--- src/rtl/reg_writeback_pkg.sv ---
// Shared types and defaults for the LC-3b register file write-back sequencer.
package reg_writeback_pkg;

  localparam int WB_WIDTH  = 16;
  localparam int WB_DEPTH  = 4;
  localparam int REG_IDX_W = 3;

  typedef logic [REG_IDX_W-1:0] reg_idx_t;

  typedef struct packed {
    reg_idx_t            dr;
    logic [WB_WIDTH-1:0] data;
  } wb_entry_t;

endpackage

--- src/rtl/reg_writeback_if.sv ---
// Result handshake from the datapath plus the register file write port.
interface reg_writeback_if
  import reg_writeback_pkg::*;
#(
  parameter int WIDTH = WB_WIDTH
) ();

  logic             in_valid;
  logic             in_ready;
  reg_idx_t         in_dr;
  logic [WIDTH-1:0] in_data;
  logic [WIDTH-1:0] bus;
  logic             WE;
  reg_idx_t         DR;

  modport master (
    output in_valid, in_dr, in_data,
    input  in_ready, bus, WE, DR
  );

  modport slave (
    input  in_valid, in_dr, in_data,
    output in_ready, bus, WE, DR
  );

endinterface

--- src/rtl/reg_writeback_wb_queue.sv ---
// Circular FIFO of pending {dr, data} writes; exposes every slot so the top
// level can scan for hazards without a second copy of the storage.
module wb_queue
  import reg_writeback_pkg::*;
#(
  parameter int DEPTH = WB_DEPTH,
  parameter int WIDTH = WB_WIDTH,
  localparam int PTR_W = $clog2(DEPTH),
  localparam int CNT_W = PTR_W + 1
) (
  input  logic             clk,
  input  logic             reset,
  input  logic             push,
  input  logic             pop,
  input  logic             flush,
  input  reg_idx_t         push_dr,
  input  logic [WIDTH-1:0] push_data,
  output reg_idx_t         ent_dr   [DEPTH],
  output logic [WIDTH-1:0] ent_data [DEPTH],
  output logic [PTR_W-1:0] rd_ptr,
  output logic [CNT_W-1:0] count
);

  logic [PTR_W-1:0] rd_ptr_r;
  logic [PTR_W-1:0] wr_ptr_r;
  logic [CNT_W-1:0] count_r;
  reg_idx_t         dr_r   [DEPTH];
  logic [WIDTH-1:0] data_r [DEPTH];
  logic             push_ok_s;
  logic             pop_ok_s;

  // Never overfill or underflow, whatever the caller asks for.
  always_comb begin
    push_ok_s = push & (count_r != CNT_W'(DEPTH));
    pop_ok_s  = pop & (count_r != {CNT_W{1'b0}});
  end

  // Pointers, occupancy and storage; flush drops pending entries but keeps data.
  always_ff @(posedge clk or posedge reset) begin
    if (reset) begin
      rd_ptr_r <= '0;
      wr_ptr_r <= '0;
      count_r  <= '0;
      for (int i = 0; i < DEPTH; i++) begin
        dr_r[i]   <= '0;
        data_r[i] <= '0;
      end
    end else if (flush) begin
      rd_ptr_r <= '0;
      wr_ptr_r <= '0;
      count_r  <= '0;
    end else begin
      if (push_ok_s) begin
        dr_r[wr_ptr_r]   <= push_dr;
        data_r[wr_ptr_r] <= push_data;
        wr_ptr_r         <= wr_ptr_r + PTR_W'(1);
      end
      if (pop_ok_s) begin
        rd_ptr_r <= rd_ptr_r + PTR_W'(1);
      end
      case ({push_ok_s, pop_ok_s})
        2'b10:   count_r <= count_r + CNT_W'(1);
        2'b01:   count_r <= count_r - CNT_W'(1);
        default: count_r <= count_r;
      endcase
    end
  end

  assign ent_dr   = dr_r;
  assign ent_data = data_r;
  assign rd_ptr   = rd_ptr_r;
  assign count    = count_r;

endmodule

--- src/rtl/reg_writeback.sv ---
// Write-side sequencer for the 8x16 register file: buffers results, drives the
// write port one entry per cycle and flags/forwards pending writes to the readers.
module reg_writeback
  import reg_writeback_pkg::*;
#(
  parameter int DEPTH = WB_DEPTH,
  parameter int WIDTH = WB_WIDTH,
  localparam int PTR_W = $clog2(DEPTH),
  localparam int CNT_W = PTR_W + 1
) (
  input  logic             clk,
  input  logic             reset,
  reg_writeback_if.slave   wb,
  input  logic             stall,
  input  logic             flush,
  input  reg_idx_t         SR1,
  input  reg_idx_t         SR2,
  output logic             hazA,
  output logic             hazB,
  output logic [WIDTH-1:0] fwdA,
  output logic [WIDTH-1:0] fwdB,
  output logic [CNT_W-1:0] count
);

  reg_idx_t         ent_dr_s   [DEPTH];
  logic [WIDTH-1:0] ent_data_s [DEPTH];
  logic [PTR_W-1:0] rd_ptr_s;
  logic [CNT_W-1:0] count_s;
  logic             ready_s;
  logic             we_s;
  logic             push_s;
  logic [WIDTH-1:0] bus_s;
  reg_idx_t         dr_s;
  logic [WIDTH:0]   match_a_s;
  logic [WIDTH:0]   match_b_s;

  // Walk oldest to youngest so the last hit is the youngest pending value.
  function automatic logic [WIDTH:0] youngest_match(
    input reg_idx_t         sel,
    input reg_idx_t         drs   [DEPTH],
    input logic [WIDTH-1:0] datas [DEPTH],
    input logic [PTR_W-1:0] head,
    input logic [CNT_W-1:0] n
  );
    logic [WIDTH:0]   res;
    logic [PTR_W-1:0] idx;
    res = '0;
    for (int k = 0; k < DEPTH; k++) begin
      idx = head + PTR_W'(k);
      if ((CNT_W'(k) < n) && (drs[idx] == sel)) begin
        res = {1'b1, datas[idx]};
      end else begin
        res = res;
      end
    end
    return res;
  endfunction

  wb_queue #(
    .DEPTH (DEPTH),
    .WIDTH (WIDTH)
  ) u_queue (
    .clk       (clk),
    .reset     (reset),
    .push      (push_s),
    .pop       (we_s),
    .flush     (flush),
    .push_dr   (wb.in_dr),
    .push_data (wb.in_data),
    .ent_dr    (ent_dr_s),
    .ent_data  (ent_data_s),
    .rd_ptr    (rd_ptr_s),
    .count     (count_s)
  );

  // Handshake and write-port gating; flush blocks both sides in its cycle.
  always_comb begin
    ready_s = (count_s != CNT_W'(DEPTH)) & ~flush;
    we_s    = (count_s != {CNT_W{1'b0}}) & ~stall & ~flush;
    push_s  = wb.in_valid & ready_s;
    if (we_s) begin
      bus_s = ent_data_s[rd_ptr_s];
      dr_s  = ent_dr_s[rd_ptr_s];
    end else begin
      bus_s = '0;
      dr_s  = '0;
    end
  end

  assign match_a_s = youngest_match(SR1, ent_dr_s, ent_data_s, rd_ptr_s, count_s);
  assign match_b_s = youngest_match(SR2, ent_dr_s, ent_data_s, rd_ptr_s, count_s);

  assign wb.in_ready = ready_s;
  assign wb.WE       = we_s;
  assign wb.bus      = bus_s;
  assign wb.DR       = dr_s;
  assign hazA        = match_a_s[WIDTH];
  assign fwdA        = match_a_s[WIDTH-1:0];
  assign hazB        = match_b_s[WIDTH];
  assign fwdB        = match_b_s[WIDTH-1:0];
  assign count       = count_s;

endmodule

--- src/flat_wrapper.sv ---
// flat-port wrapper written by rule: the top's interface ports become plain ports
module reg_writeback_flat import reg_writeback_pkg::*;
#(
  parameter int DEPTH = WB_DEPTH,
  parameter int WIDTH = WB_WIDTH,
  localparam int PTR_W = $clog2(DEPTH),
  localparam int CNT_W = PTR_W + 1
)
  (clk, reset, stall, flush, SR1, SR2, hazA, hazB, fwdA, fwdB, count, wb_in_valid, wb_in_dr, wb_in_data, wb_in_ready, wb_bus, wb_WE, wb_DR);
  reg_writeback_if #(.WIDTH(WIDTH)) wb_i ();
  input  logic clk;
  input  logic reset;
  input  logic stall;
  input  logic flush;
  input  reg_idx_t SR1;
  input  reg_idx_t SR2;
  output logic hazA;
  output logic hazB;
  output logic [WIDTH-1:0] fwdA;
  output logic [WIDTH-1:0] fwdB;
  output logic [CNT_W-1:0] count;
  input wire logic [$bits(wb_i.in_valid)-1:0] wb_in_valid;
  input wire logic [$bits(wb_i.in_dr)-1:0] wb_in_dr;
  input wire logic [$bits(wb_i.in_data)-1:0] wb_in_data;
  output wire logic [$bits(wb_i.in_ready)-1:0] wb_in_ready;
  output wire logic [$bits(wb_i.bus)-1:0] wb_bus;
  output wire logic [$bits(wb_i.WE)-1:0] wb_WE;
  output wire logic [$bits(wb_i.DR)-1:0] wb_DR;
  assign wb_i.in_valid = wb_in_valid;
  assign wb_i.in_dr = wb_in_dr;
  assign wb_i.in_data = wb_in_data;
  assign wb_in_ready = wb_i.in_ready;
  assign wb_bus = wb_i.bus;
  assign wb_WE = wb_i.WE;
  assign wb_DR = wb_i.DR;
  reg_writeback #(.DEPTH(DEPTH), .WIDTH(WIDTH)) u_core (.clk(clk), .reset(reset), .wb(wb_i), .stall(stall), .flush(flush), .SR1(SR1), .SR2(SR2), .hazA(hazA), .hazB(hazB), .fwdA(fwdA), .fwdB(fwdB), .count(count));
endmodule
--- config.mk ---
export PLATFORM = sky130hd
export DESIGN_NAME = reg_writeback_flat
export DESIGN_NICKNAME = d
export VERILOG_FILES = /design/src/rtl/reg_writeback_pkg.sv /design/src/rtl/reg_writeback_if.sv /design/src/rtl/reg_writeback_wb_queue.sv /design/src/rtl/reg_writeback.sv /design/src/flat_wrapper.sv
export SDC_FILE = /design/constraint.sdc
export NUM_CORES = 1
export LEC_CHECK = 0
export CAP_MARGIN = 30
export CELL_PAD_IN_SITES_DETAIL_PLACEMENT = 0
export CELL_PAD_IN_SITES_GLOBAL_PLACEMENT = 2
export CORE_ASPECT_RATIO = 1.75
export CORE_MARGIN = 1.5
export CORE_UTILIZATION = 39
export DETAILED_ROUTE_END_ITERATION = 7
export PLACE_DENSITY_LB_ADDON = 0.1
export RECOVER_POWER = 50
export SETUP_SLACK_MARGIN = 0.02
export SLEW_MARGIN = 10
export SYNTH_ARGS = -nofsm -noshare
export SYNTH_HDL_FRONTEND = slang
export SYNTH_SLANG_ARGS = --single-unit
--- constraint.sdc ---
create_clock -name clk -period 9.05 [get_ports clk]
set_input_delay 2.715 -clock clk [delete_from_list [all_inputs] [get_ports clk]]
set_output_delay 2.715 -clock clk [all_outputs]
set_load 0.01 [all_outputs]
==> run summary <==
largest fanout on the critical path - 17
number of nets produced by synthesis - 713
average instance area after synthesis - 9.88 um^2
hpwl dp - 17.2 mm
result of the run - complete, but fails checks
clock tree from TritonCTS - built
Post-synth top flop - dfrtp_1
class of the worst hold path - flop to flop
pin count of the biggest net entering global routing - 62
fraction of layout instances using a drive strength above 1 - 0.236
total of cells resized after clock tree synthesis - 0
floorplan die area - 0.0179 mm^2
TritonCTS sink count - 83
count of endpoints failing hold in the final timing report - 0
mux cell area share after synthesis - 0.293
global-route congestion overflow total - 0
buffers from clock root to sink, at most - 2
H-Tree Depth - 3
first-pass iteration count of the detailed router - 5
compound-cell area share of the yosys netlist - 0.175
hold buffer count at CTS - 0
total setup violations reported at the end of the flow - 0
area taken by flip-flops and latches - 0.00208 mm^2
clock-pin slew reported for the worst setup and hold paths after clock tree synthesis - 0.06 ns
fraction of synthesis flops using an asynchronous set or reset pin - 1.00
total chip power - 3.22 mW
type of the worst setup path - primary input to output pin
drc violations - 0
shortest period the worst path allows - 8.20 ns
via total after detailed routing - 5684
PD cells - 400 mW/mm^2
critical path required time - 6.34 ns
global-route wire length before repair - 33.6 mm
Chip Height - 176 um
Slew headroom - -0.981
Syn. warnings - 0
count of final max-slew check failures - 86
mapped cell area - 0.00667 mm^2
Port-buffer cells - 87
number of antenna repair diodes - 0
startpoint type of the worst setup path - primary input
row count - 63
GRT Util Overall - 0.257
failing checks - capacitance limit, slew limit
final wirelength - 22.4 mm
synthesized-area fraction occupied by and/or/nand/nor cells - 0.105
Worst VDD drop - 0.259 mV
count of filler cells inserted in the layout - 1670
Multi-input gate area - 0.00421 mm^2
number of global-route vias before repair - 5805
clock insertion delay at the later pin of the skew report - 0.34 ns
Initial Util - 0.395
Highest Clock Rate - 0.122 GHz
element type at the critical path end - output pin
critical path data arrival time - 5.48 ns
XOR/XNOR Fraction of Synth Area - 0.0402
CTS buffer count - 9
unrepaired setup endpoints after global routing - no
drt first-iter violations - 236
# Max-Cap Violations - 2
via density per instance - 5.89
flop-to-flop setup slack - 6.41 ns
die width - 102 um
static leakage - 3.17 nW
DR WL/cell - 23.3 um
sum of negative setup slack - 0 ns
number of distinct library cells after synthesis - 53
share of the clock period used by the worst path after layout - 0.906
synthesized flop and latch total - 83
initial antenna violation count - 0
dominant combinational cell family by area after synthesis - multiplexers
number of top-level design ports - 88
count of nets after finishing - 771
Routability Congestion - 0.850
area of the core - 0.0169 mm^2
post-synthesis cell count - 675
number of buffers inserted by post-CTS setup repair - 0
layout overhead on the synthesized area - 20.7%
Synth Area in Adders - 0.0180
Detail Route Antenna Nets - 0
Seq/Total Area, Yosys - 0.312
actual slew at the worst max-slew pin - 2.97 ns
clk_skew - 0.00703 ns
cell chosen for the clock root - clkbuf_16
EDFF count, synth - 0
## layer usage
| layer | GRT usage | share of wire |
|---|---|---|
| met1 | 0.236 | 0.33 |
| met2 | 0.513 | 0.58 |
| met4 | 0.160 | 0.065 |
| met5 | 0 | 0 |
| met3 | 0.0273 | 0.025 |
## sequential cells by signal (all words and copies together), names as in the netlist
register / count
u_core.u_queue.count: 3
u_core.u_queue.rd_ptr: 2
u_core.u_queue.ent_dr: 12
u_core.u_queue.wr_ptr_r: 2
u_core.u_queue.ent_data: 64
## worst max-delay path, cell delays in order
cell             delay, ns
dlygate4sd3_1         0.54
a21oi_1               0.54
nand2b_1              0.69
inv_1                 0.29
and2_1                0.16
clkdlybuf4s50_1       0.53
## Yosys cell counts, types with 8 or more instances
cell      count  area, um^2
o311a_1      15         150
mux2_2      109        1230
buf_2        17        85.1
nand2_1      61         229
xnor2_1      18         158
a221oi_2     10         150
nor3_1       15        75.1
dfrtp_1      83        2080
clkbuf_1     17        63.8
mux2i_1      43         430
a221o_1      15         150
inv_1        24        90.1
o21ai_0      48         240
a21oi_1      17        85.1
a211oi_1     17         128
o22ai_1      16         100
buf_1        10        37.5
mux4_2        9         203
ha_1          8         100
nor2_1       55         206
## final timing paths
kind / from / to / cells past startpoint
max: stall / wb_DR[0] / 6
min: u_core.u_queue.ent_data[17] / u_core.u_queue.ent_data[17] / 1
max reg2reg: u_core.u_queue.count[0] / u_core.u_queue.ent_data[52] / 7
min reg2reg: u_core.u_queue.ent_data[17] / u_core.u_queue.ent_data[17] / 1
max in group asynchronous: reset / u_core.u_queue.rd_ptr[1] / 4
min in group asynchronous: reset / u_core.u_queue.count[0] / 3
## placed cells by master, fill, tap and decap left out, types with 9 or more instances in the layout
cell type        Yosys  final
a221o_1             15     15
a211oi_1            17     17
inv_1               24     23
a221oi_2            10     10
mux4_2               9      9
xnor2_1             18     18
mux2_2             109    109
nand2_1             61     61
nor2_1              55     55
clkdlybuf4s50_1      0     81
o22ai_1             16     16
dfrtp_1             83     81
a21oi_1             17     17
mux2i_1             43     43
o311a_1             15     15
clkbuf_16            0      9
nor3_1              15     15
o21ai_0             48     48
## per-stage QoR
stage	worst slack [ns]	util	instances	hold slack [ns]	area, um^2
after global placement	0.949	0.451	944	0.506	7610
after global routing	0.648	0.477	965	0.539	8050
final	0.854	0.477	965	0.525	8050
after CTS	0.881	0.479	965	0.528	8070
after floorplan	2.11	-	675	0.492	6670
after detailed placement	0.891	0.458	949	0.514	7730
## cells by family (layout without fill, tap and decap cells)
kind of cell / count (synthesis) / after routing
buf+inv: 78 / 141
compound gates: 155 / 155
mux: 166 / 166
flops: 83 / 83
fa+ha+maj: 10 / 10
simple gates: 155 / 155
xor+xnor: 28 / 28
## layout make-up
cell class,instances,area share
flip-flops and latches,83,0.259
clock buffers,9,0.0280
clock inverters,7,0.0145
repair buffers,101,0.129
well taps,227,0.0353
inverters,24,0.0114
multi-input cells,514,0.523
## where the power goes
part	switching, mW	internal [mW]
clock	0.151	0.269
sequential	0.193	0.551
combinational	1.17	0.889
total	1.51	1.71
(Power assumes the default switching activity.)
